==> src/rtl/pipe_ctrl_pkg.sv <==
// Shared types for the pipeline stall/flush sequencer: sequencer states,
// hazard priority encoding, stage-control bundle and the resolver helpers.
package pipe_ctrl_pkg;

  localparam int REG_ADDR_W = 5;

  typedef enum logic [1:0] {
    RUN   = 2'd0,
    WAIT  = 2'd1,
    ERROR = 2'd2
  } seq_state_e;

  // Winning hazard for the current cycle; enum order mirrors increasing priority.
  typedef enum logic [2:0] {
    HZ_NONE      = 3'd0,
    HZ_JUMP      = 3'd1,
    HZ_LOAD_USE  = 3'd2,
    HZ_BRANCH    = 3'd3,
    HZ_MEM_STALL = 3'd4,
    HZ_ERROR     = 3'd5
  } hazard_e;

  typedef struct packed {
    logic pc_en;
    logic ifid_en;
    logic idex_en;
    logic exmem_en;
    logic ifid_flush;
    logic idex_flush;
    logic memwb_bubble;
  } stage_ctrl_t;

  function automatic hazard_e hazard_select(input logic in_error,
                                            input logic mem_stall,
                                            input logic branch_taken,
                                            input logic load_use,
                                            input logic jump);
    hazard_e hz;
    if (in_error)          hz = HZ_ERROR;
    else if (mem_stall)    hz = HZ_MEM_STALL;
    else if (branch_taken) hz = HZ_BRANCH;
    else if (load_use)     hz = HZ_LOAD_USE;
    else if (jump)         hz = HZ_JUMP;
    else                   hz = HZ_NONE;
    return hz;
  endfunction

  function automatic stage_ctrl_t hazard_ctrl(input hazard_e hz);
    stage_ctrl_t c;
    c.pc_en        = 1'b1;
    c.ifid_en      = 1'b1;
    c.idex_en      = 1'b1;
    c.exmem_en     = 1'b1;
    c.ifid_flush   = 1'b0;
    c.idex_flush   = 1'b0;
    c.memwb_bubble = 1'b0;
    case (hz)
      HZ_ERROR, HZ_MEM_STALL: begin
        c.pc_en        = 1'b0;
        c.ifid_en      = 1'b0;
        c.idex_en      = 1'b0;
        c.exmem_en     = 1'b0;
        c.memwb_bubble = 1'b1;
      end
      HZ_BRANCH: begin
        c.ifid_flush = 1'b1;
        c.idex_flush = 1'b1;
      end
      HZ_LOAD_USE: begin
        // Hold PC and IFID; IDEX takes a bubble so the consumer waits one cycle.
        c.pc_en      = 1'b0;
        c.ifid_en    = 1'b0;
        c.idex_flush = 1'b1;
      end
      HZ_JUMP: begin
        c.ifid_flush = 1'b1;
      end
      default: ;
    endcase
    return c;
  endfunction

endpackage

==> src/rtl/pipe_hazard_sequencer_load_use_detect.sv <==
// Combinational load-use comparator: a load in EX whose destination is a
// source of the instruction in ID. Register 0 never creates a dependency.
module load_use_detect #(
  parameter int AW = 5
) (
  input  logic [AW-1:0] id_rs,
  input  logic [AW-1:0] id_rt,
  input  logic          id_uses_rt,
  input  logic          ex_mem_read,
  input  logic [AW-1:0] ex_rd,
  output logic          load_use
);

  // Compare the EX load destination against the ID sources.
  always_comb begin
    load_use = ex_mem_read & (ex_rd != '0) &
               ((ex_rd == id_rs) | (id_uses_rt & (ex_rd == id_rt)));
  end

endmodule

==> src/rtl/pipe_hazard_sequencer.sv <==
// Stall/flush sequencer for the five-stage pipeline. Resolves load-use,
// taken-branch, jump and data-memory-wait hazards into stage-register
// enables/flushes, and traps a data memory that never answers.
// Optional build macro PIPE_PERF_CNT_EN adds stall_cycles/flush_events.
module pipe_hazard_sequencer #(
  parameter int REG_ADDR_W  = pipe_ctrl_pkg::REG_ADDR_W,
  parameter int MEM_TIMEOUT = 16
) (
  input  logic                  clk,
  input  logic                  reset,
  input  logic [REG_ADDR_W-1:0] id_rs,
  input  logic [REG_ADDR_W-1:0] id_rt,
  input  logic                  id_uses_rt,
  input  logic                  id_jump,
  input  logic                  ex_mem_read,
  input  logic [REG_ADDR_W-1:0] ex_rd,
  input  logic                  ex_branch_taken,
  input  logic                  mem_access,
  input  logic                  dmem_ready,
  output logic                  pc_en,
  output logic                  ifid_en,
  output logic                  idex_en,
  output logic                  exmem_en,
  output logic                  ifid_flush,
  output logic                  idex_flush,
  output logic                  memwb_bubble,
  output logic                  mem_error
`ifdef PIPE_PERF_CNT_EN
  ,
  output logic [31:0]           stall_cycles,
  output logic [31:0]           flush_events
`endif
);

  import pipe_ctrl_pkg::*;

  // State | meaning
  // RUN   | normal issue; hazards resolved combinationally each cycle
  // WAIT  | data memory has not answered; wait_cnt counts stall cycles
  // ERROR | memory timeout trapped; pipeline frozen until reset

  localparam int CNT_W = $clog2(MEM_TIMEOUT + 1);
  localparam logic [CNT_W-1:0] TIMEOUT_CNT = CNT_W'(MEM_TIMEOUT);

  seq_state_e       state_q, state_d;
  logic [CNT_W-1:0] wait_cnt_q, wait_cnt_d;
  logic             mem_stall;
  logic             load_use;
  hazard_e          hz;
  stage_ctrl_t      ctrl;

  assign mem_stall = mem_access & ~dmem_ready;

  load_use_detect #(.AW(REG_ADDR_W)) u_load_use (
    .id_rs       (id_rs),
    .id_rt       (id_rt),
    .id_uses_rt  (id_uses_rt),
    .ex_mem_read (ex_mem_read),
    .ex_rd       (ex_rd),
    .load_use    (load_use)
  );

  // State and wait-counter registers.
  always_ff @(posedge clk or posedge reset) begin
    if (reset) begin
      state_q    <= RUN;
      wait_cnt_q <= '0;
    end else begin
      state_q    <= state_d;
      wait_cnt_q <= wait_cnt_d;
    end
  end

  // Next state and saturating wait counter; first stall cycle sees wait_cnt 0.
  always_comb begin
    state_d    = state_q;
    wait_cnt_d = '0;
    case (state_q)
      RUN: begin
        if (mem_stall) state_d = WAIT;
      end
      WAIT: begin
        if (!mem_stall)                      state_d = RUN;
        else if (wait_cnt_q == TIMEOUT_CNT)  state_d = ERROR;
      end
      ERROR:   state_d = ERROR;
      default: state_d = RUN;
    endcase
    if (mem_stall && (state_q != ERROR)) begin
      wait_cnt_d = (wait_cnt_q == '1) ? wait_cnt_q : wait_cnt_q + 1'b1;
    end
  end

  // Hazard resolution; reset forces a frozen pipeline with a WB bubble.
  always_comb begin
    hz   = hazard_select(state_q == ERROR, mem_stall, ex_branch_taken, load_use, id_jump);
    ctrl = hazard_ctrl(hz);
    if (reset) begin
      ctrl              = '0;
      ctrl.memwb_bubble = 1'b1;
    end
    pc_en        = ctrl.pc_en;
    ifid_en      = ctrl.ifid_en;
    idex_en      = ctrl.idex_en;
    exmem_en     = ctrl.exmem_en;
    ifid_flush   = ctrl.ifid_flush;
    idex_flush   = ctrl.idex_flush;
    memwb_bubble = ctrl.memwb_bubble;
    mem_error    = (state_q == ERROR);
  end

`ifdef PIPE_PERF_CNT_EN
  logic [31:0] stall_cycles_q, stall_cycles_d;
  logic [31:0] flush_events_q, flush_events_d;

  // Free-running wrap-around event counters.
  always_comb begin
    stall_cycles_d = stall_cycles_q;
    flush_events_d = flush_events_q;
    if (!pc_en)     stall_cycles_d = stall_cycles_q + 32'd1;
    if (ifid_flush) flush_events_d = flush_events_q + 32'd1;
  end

  // Counter registers.
  always_ff @(posedge clk or posedge reset) begin
    if (reset) begin
      stall_cycles_q <= '0;
      flush_events_q <= '0;
    end else begin
      stall_cycles_q <= stall_cycles_d;
      flush_events_q <= flush_events_d;
    end
  end

  assign stall_cycles = stall_cycles_q;
  assign flush_events = flush_events_q;
`endif

endmodule

==> config.mk <==
export PLATFORM = sky130hd
export DESIGN_NAME = pipe_hazard_sequencer
export DESIGN_NICKNAME = d
export VERILOG_FILES = /design/src/rtl/pipe_ctrl_pkg.sv /design/src/rtl/pipe_hazard_sequencer_load_use_detect.sv /design/src/rtl/pipe_hazard_sequencer.sv
export SDC_FILE = /design/constraint.sdc
export NUM_CORES = 1
export LEC_CHECK = 0
export BUFFER_PORTS_ARGS = -buffer_cell sky130_fd_sc_hd__buf_2
export CAP_MARGIN = 20
export CORE_AREA = 2 2 39 41
export CTS_BUF_LIST = sky130_fd_sc_hd__clkbuf_4 sky130_fd_sc_hd__clkbuf_8
export DETAILED_ROUTE_END_ITERATION = 8
export DIE_AREA = 0 0 41 43
export GPL_ROUTABILITY_DRIVEN = 0
export GPL_TIMING_DRIVEN = 0
export PLACE_DENSITY = 0.76
export REMOVE_ABC_BUFFERS = 1
export SYNTH_ARGS = -nofsm -noshare
export SYNTH_HDL_FRONTEND = slang
export SYNTH_SLANG_ARGS = --single-unit
==> constraint.sdc <==
create_clock -name clk -period 1.8 [get_ports clk]
set_clock_uncertainty 0.05 [all_clocks]
set_input_delay 0.09 -clock clk [delete_from_list [all_inputs] [get_ports clk]]
set_output_delay 0.09 -clock clk [all_outputs]
set_load 0.1 [all_outputs]
==> metrics.txt, run 1 <==
Final #Nets=approximately 120; Synth Area in Simple Gates=0.209; internal power=roughly 310 uW; Slew Viols, Final=0; RSZ-0062 raised after global routing=no; Final Critical Period=approximately 1.7 ns; Reg clk slew, reported paths=0.05 ns; dpl hpwl=~900 um; worst-path cell chain=buf_2, or4_4, o21ai_2, nor2_1, a21oi_1, buf_2; Setup CP Type=primary input to output pin; DRT Pass-1 Iters=4; max-cap viol count=0; Slowest-stage cell, CP=or4_4; FF+latch count, synth=7; layout cells sized above 1=0.404; chip height=between 40 and 50 um; Worst EP arrival=1.57 ns; Worst-Skew Late Latency=around 0.25 ns; XOR/XNOR Fraction of Synth Area=0.205; # diodes=0; VDD IR-drop max=between 0.0004 and 0.0005 V; Seq/Total Area, Yosys=0.315; switching pwr=between 150 and 200 uW; post-synthesis compound-gate area fraction=0.0991; Post-synth EDFFs=0; aggregate routed wire length=roughly 1100 um; Wirelength per Cell=~10 um; largest net degree at the start of global routing=8; initial antenna violation count=0; first-pass GRT wire length=approximately 1500 um; P per Cell Area=653 nW/um2; vias after detailed routing=535; Post-Synth Adder-Cell Area=0.0676; number of DRC markers in iteration 0=3; Top Family by Delay on Critical Path=simple AND/OR/NAND/NOR gates; final hold vios=0; Yosys top cell area share=0.315; status=completed; GR Util All Layers=0.132; IO Port Bufs=30; part of the cycle the worst path needs=0.952; async set-reset flop share out of synthesis=1.00; antenna-violating nets left=0; worst hold path type=primary input to register; Final setup viols=0; Commonest cells post-synth=xor2_1 (11), dfrtp_1 (7), nor2_1 (7), inv_1 (6), ha_1 (3); slowest stage delay, CP=~0.53 ns; Syn. warnings=0; number of CTS-inserted buffers=3; clock tree from TritonCTS=built; mux share of post-synthesis cell area=0.0360; ys flop type=dfrtp_1; area leader, netlist=dfrtp_1; FP Rows=14; Die Wd=between 40 and 50 um; Starting Density=0.401; library cells used by synthesis=26; cell repeated most along the worst path=buf_2; CP Max Fanout=3; synthesis-to-finish area growth=35.1%; Max Fclk=584 MHz; top-count cell post-synth=xor2_1; worst slew pin tran=around 0.48 ns; Die ar.=1760 um2; register share of total power=0.334; Logic pwr share=0.349; vias in the first global route=around 430; largest family of logic cells by synthesized area=simple AND/OR/NAND/NOR gates; H-tree depth=1; CP Launch Type=primary input; DRC violations left=0; CP Buf/Inv Count=2; Overall Power=between 400 and 500 uW; post-synthesis cell area=approximately 560 um2; Crit path required time=between 1.5 and 2 ns; critical path capture point type=output pin; vias per cell=between 4 and 5; Relative slew margins=0.679; ranking of synthesized cells by area=dfrtp_1 (32%), xor2_1 (17%), ha_1 (6.8%); root buffer cell=clkbuf_4; Leakage Power=a little over 0.0004 uW; Sw Ratio=0.369; I/O pin count=31; clk sinks=7; post-CTS sizing=0; area of the core=~1400 um2; GR Overflow Total=0; Post-Syn Instances=61; clock share of power=0.317; worst hold margin=~0.083 ns; clock buffer depth=2; syn_area_per_cell=9.11 um2
## layer usage
layer / track usage / vias to the layer above / routed length, um
met2: 0.231 / 31 / 490
met4: 0.120 / 0 / 8
met3: 0.0209 / 2 / 156
met5: 0 / - / 0
met1: 0.113 / 232 / 447
li1: - / 270 / -
## cells by family after synthesis
group                    count (synthesis)
AO/OA/AOI/OAI                            8
flip-flops                               7
XOR/XNOR                                13
buffers and inverters                    8
multiplexers                             2
AND/OR/NAND/NOR                         20
adder cells (fa/ha/maj)                  3
## sequential cells by signal (all words and copies together) (netlist names)
name	cells
state_q	2
wait_cnt_q	5
## worst paths after layout
kind                          startpoint             to  slack (ns)  depth (start not counted)
setup reg to reg           wait_cnt_q[0]  wait_cnt_q[3]        0.16                          6
hold reg to reg               state_q[1]     state_q[0]        0.43                          1
max in group asynchronous          reset  wait_cnt_q[1]        1.15                          3
hold / removal                dmem_ready     state_q[0]        0.08                          3
setup / recovery                ex_rd[2]        ifid_en        0.09                          6
min in group asynchronous          reset  wait_cnt_q[2]        0.31                          3
## layout by cell type (no fill, tap or decap), drive strengths merged, types with 3 or more instances in the layout
master and instances:
buf 30, xor2 11, nor2 7, dfrtp 7, inv 6, clkbuf 4
ha 3
## area by class of cell
class	count	area (um2)
Timing Repair Buffer	31	160
Inverter	6	22.5
Tap cell	16	20.0
Multi-Input combinational cell	46	343
Clock buffer	4	30.0
Sequential cell	7	175
Fill cell	150	633
## worst reg2reg max path, delay by kind of cell, from the launching register on
family | cells | cell delay, ns
xor gates and xnor gates | 1 | 0.14
and+or+nand+nor | 3 | 0.45
adders and majority gates | 2 | 0.47
DFF | 1 | 0.41
## power groups by stage
stage | combinational [uW] | sequential (uW) | clock [uW]
after floorplan | 122 | 166 | 0
after global placement | 168 | 167 | 0
after detailed placement | 170 | 167 | 0
after CTS | 173 | 164 | 164
after global routing | 184 | 164 | 171
final | 171 | 164 | 156
## timing repair
action                                  4_1_cts  5_1_grt
hold buffers                                  1        0
buffers inserted                              0        0
endpoints found under the setup margin        0        0
endpoints found under the hold margin         7        0
## per-stage QoR
| stage | setup slack, ns | TNS (ns) | utilization | area (um2) | cells |
|---|---|---|---|---|---|
| 6_report | 0.0873 | 0 | 0.542 | 751 | 110 |
| 5_1_grt | 0.00977 | 0 | 0.542 | 751 | 110 |
| 4_1_cts | 0.0728 | 0 | 0.542 | 751 | 110 |
| 3_5_place_dp | 0.0756 | 0 | 0.514 | 711 | 105 |
| 3_3_place_gp | 0.0899 | 0 | 0.514 | 711 | 105 |
| 2_1_floorplan | -2.86 | -11.62 | - | 541 | 59 |
(Power assumes the default switching activity.)
==> run 2: changes to the inputs <==
==> constraint.sdc (replaced) <==
create_clock -name clk -period 1.6 [get_ports clk]
set_clock_uncertainty 0.05 [all_clocks]
set_input_delay 0.08 -clock clk [delete_from_list [all_inputs] [get_ports clk]]
set_output_delay 0.08 -clock clk [all_outputs]
set_load 0.1 [all_outputs]
==> run 2 against run 1 <==
  * Non-clock buffer count up 2
  * Worst setup slack lost 0.068 ns
  * Cell count up 1.8%
  * Register-to-register slack got worse by 0.08 ns
  * Critical endpoint unchanged
==> metrics.txt, run 2 (synthesized netlist as in run 1, its figures left out) <==
GR Util All Layers=0.132 (unchanged); VDD IR-drop max=0.000548 V (+14%); first-pass GRT wire length=1500 um (unchanged); fin area=812 um2 (+8.2%); biggest regs=wait_cnt_q (5), state_q (2); Hold Path End=state_q[0]; number of CTS-inserted buffers=3 (unchanged); dpl hpwl=905 um (unchanged); reg2reg end=wait_cnt_q[3]; IO Port Bufs=30 (unchanged); largest net degree at the start of global routing=8 (unchanged); P per Cell Area=694 nW/um2 (+6.3%); H-tree depth=1 (unchanged); Final setup viols=0 (unchanged); Most flops, register=wait_cnt_q; hold depth=3 (unchanged); I/O pin count=31 (unchanged); final hold vios=0 (unchanged); clk sinks=7 (unchanged); R2R Setup Slk=0.08 ns (-0.08 ns); layout cells sized above 1=0.448 (+0.0437); RSZ-0062 raised after global routing=yes; FP Rows=14 (unchanged); max FFs per register=5 (unchanged); CP Max Fanout=3 (unchanged); Relative slew margins=0.680 (about the same); Leakage Power=0.000418 uW (+2.1%); Crit path required time=1.47 ns (-0.19 ns); Wirelength per Cell=10.7 um (+6.9%); max-cap viol count=0 (unchanged); fillers=139 (-7.3%); antenna-violating nets left=0 (unchanged); critical path capture point type=output pin; vias in the first global route=429 (unchanged); vias per cell=4.81 (-1.1%); GR Overflow Total=0 (unchanged); chip height=43 um (unchanged); Final Critical Period=1.58 ns; Starting Density=0.401 (unchanged); clock buffer depth=2 (unchanged); register area=175 um2 (unchanged); Worst-Skew Late Latency=0.25 ns (about the same); DRC violations left=0 (unchanged); Max Fclk=between 600 and 700 MHz; Worst R2R Path Depth=6 (unchanged); clock tree from TritonCTS=built; number of DRC markers in iteration 0=3 (unchanged); area occupied by multi-input gates=363 um2 (+5.8%); status=completed; aggregate routed wire length=1200 um (+8.9%); post-route setup TNS=0 ns (unchanged); vias after detailed routing=539 (+0.75%); commonest non-fill, non-tap cell in the layout=buf_2; Slew Viols, Final=0 (unchanged); hold wc startpoint=dmem_ready; Die Wd=41 um (unchanged); Reg clk slew, reported paths=0.05 ns (about the same); Die ar.=1760 um2 (unchanged); Placed Area=711 um2 (unchanged); part of the cycle the worst path needs=0.988; r2r startpoint=wait_cnt_q[0]; initial antenna violation count=0 (unchanged); # diodes=0 (unchanged); most frequent cells in the layout=buf_2 (24), xor2_1 (11), nor2_1 (7), dfrtp_1 (7); worst hold path type=primary input to register; Worst EP arrival=1.45 ns (-0.12 ns); worst slew pin tran=0.484 ns (-0.000692 ns); Final #Nets=123 (+1.7%); synthesis-to-finish area growth=46.2%; root buffer cell=clkbuf_4; area of the core=1380 um2 (unchanged); Setup CP Type=primary input to output pin; CP Launch Type=primary input; DRT Pass-1 Iters=4 (unchanged)
-- run 2: changes by cell type in the layout (fill, tap and decap cells not counted) --
cell / before / now
buf_6: 0 / 1
ha_2: 0 / 1
clkbuf_4: 4 / 6
and3_1: 1 / 0
ha_4: 0 / 1
ha_1: 3 / 1
buf_2: 30 / 24
and3_4: 0 / 1
buf_8: 0 / 1
buf_4: 0 / 4
-- run 2: how the worst max path moves through the flow --
stage	start	cells past startpoint	end	slack, ns
finish	ex_rd[2]	6	ifid_en	0.02
floorplan	state_q[1]	3	ifid_en	-3.05
global route	ex_rd[2]	6	pc_en	-0.04
detailed placement	ex_rd[2]	6	ifid_en	-0.10
global placement	ex_rd[2]	6	pc_en	-0.09
CTS	ex_rd[2]	6	ifid_en	-0.11
-- run 2: metrics by stage --
step	power, uW	setup slack, ns	util	std cells	hold slack [ns]
final	564	0.0190	0.587	112	0.0712
after global routing	594	-0.0360	0.587	112	0.0952
after CTS	565	-0.107	0.548	110	0.0658
after detailed placement	379	-0.104	0.514	105	-0.0138
after global placement	377	-0.0901	0.514	105	-0.0162
after floorplan	324	-3.05	-	59	-0.159
-- run 2: final cells by class --
class	count	share of cell area
repair buffers	33	0.248
clock buffers	4	0.0370
well taps	16	0.0247
multi-input cells	46	0.447
inverters	6	0.0277
flip-flops and latches	7	0.216
-- run 2: repair_timing --
item | CTS | global route
cloned | 0 | 0
endpoints found under the setup margin | 5 | 7
hold buffers | 1 | 0
hold endpoints to repair | 7 | 0
gates resized for setup | 3 | 12
pin swaps | 0 | 1
buffers inserted | 0 | 2
-- run 2: layer usage --
layer  up-vias  part of all wire  GRT usage
met3         4              0.12     0.0209
met4         0             0.019      0.120
met5         -                 0          0
li1        273                 -          -
met1       233              0.39      0.113
met2        29              0.48      0.231
-- run 2: critical path, stage by stage --
cell and delay [ns]:
buf_2 0.12, or4_4 0.53, o21ai_2 0.13, nor2_1 0.07, a21oi_1 0.19, buf_4 0.32
-- run 2: power by group --
part	leakage [uW]	switching, uW	internal (uW)
Clock	0.0000184	64.0	112
Combinational	0.000304	139	64.1
Sequential	0.0000957	3.38	181
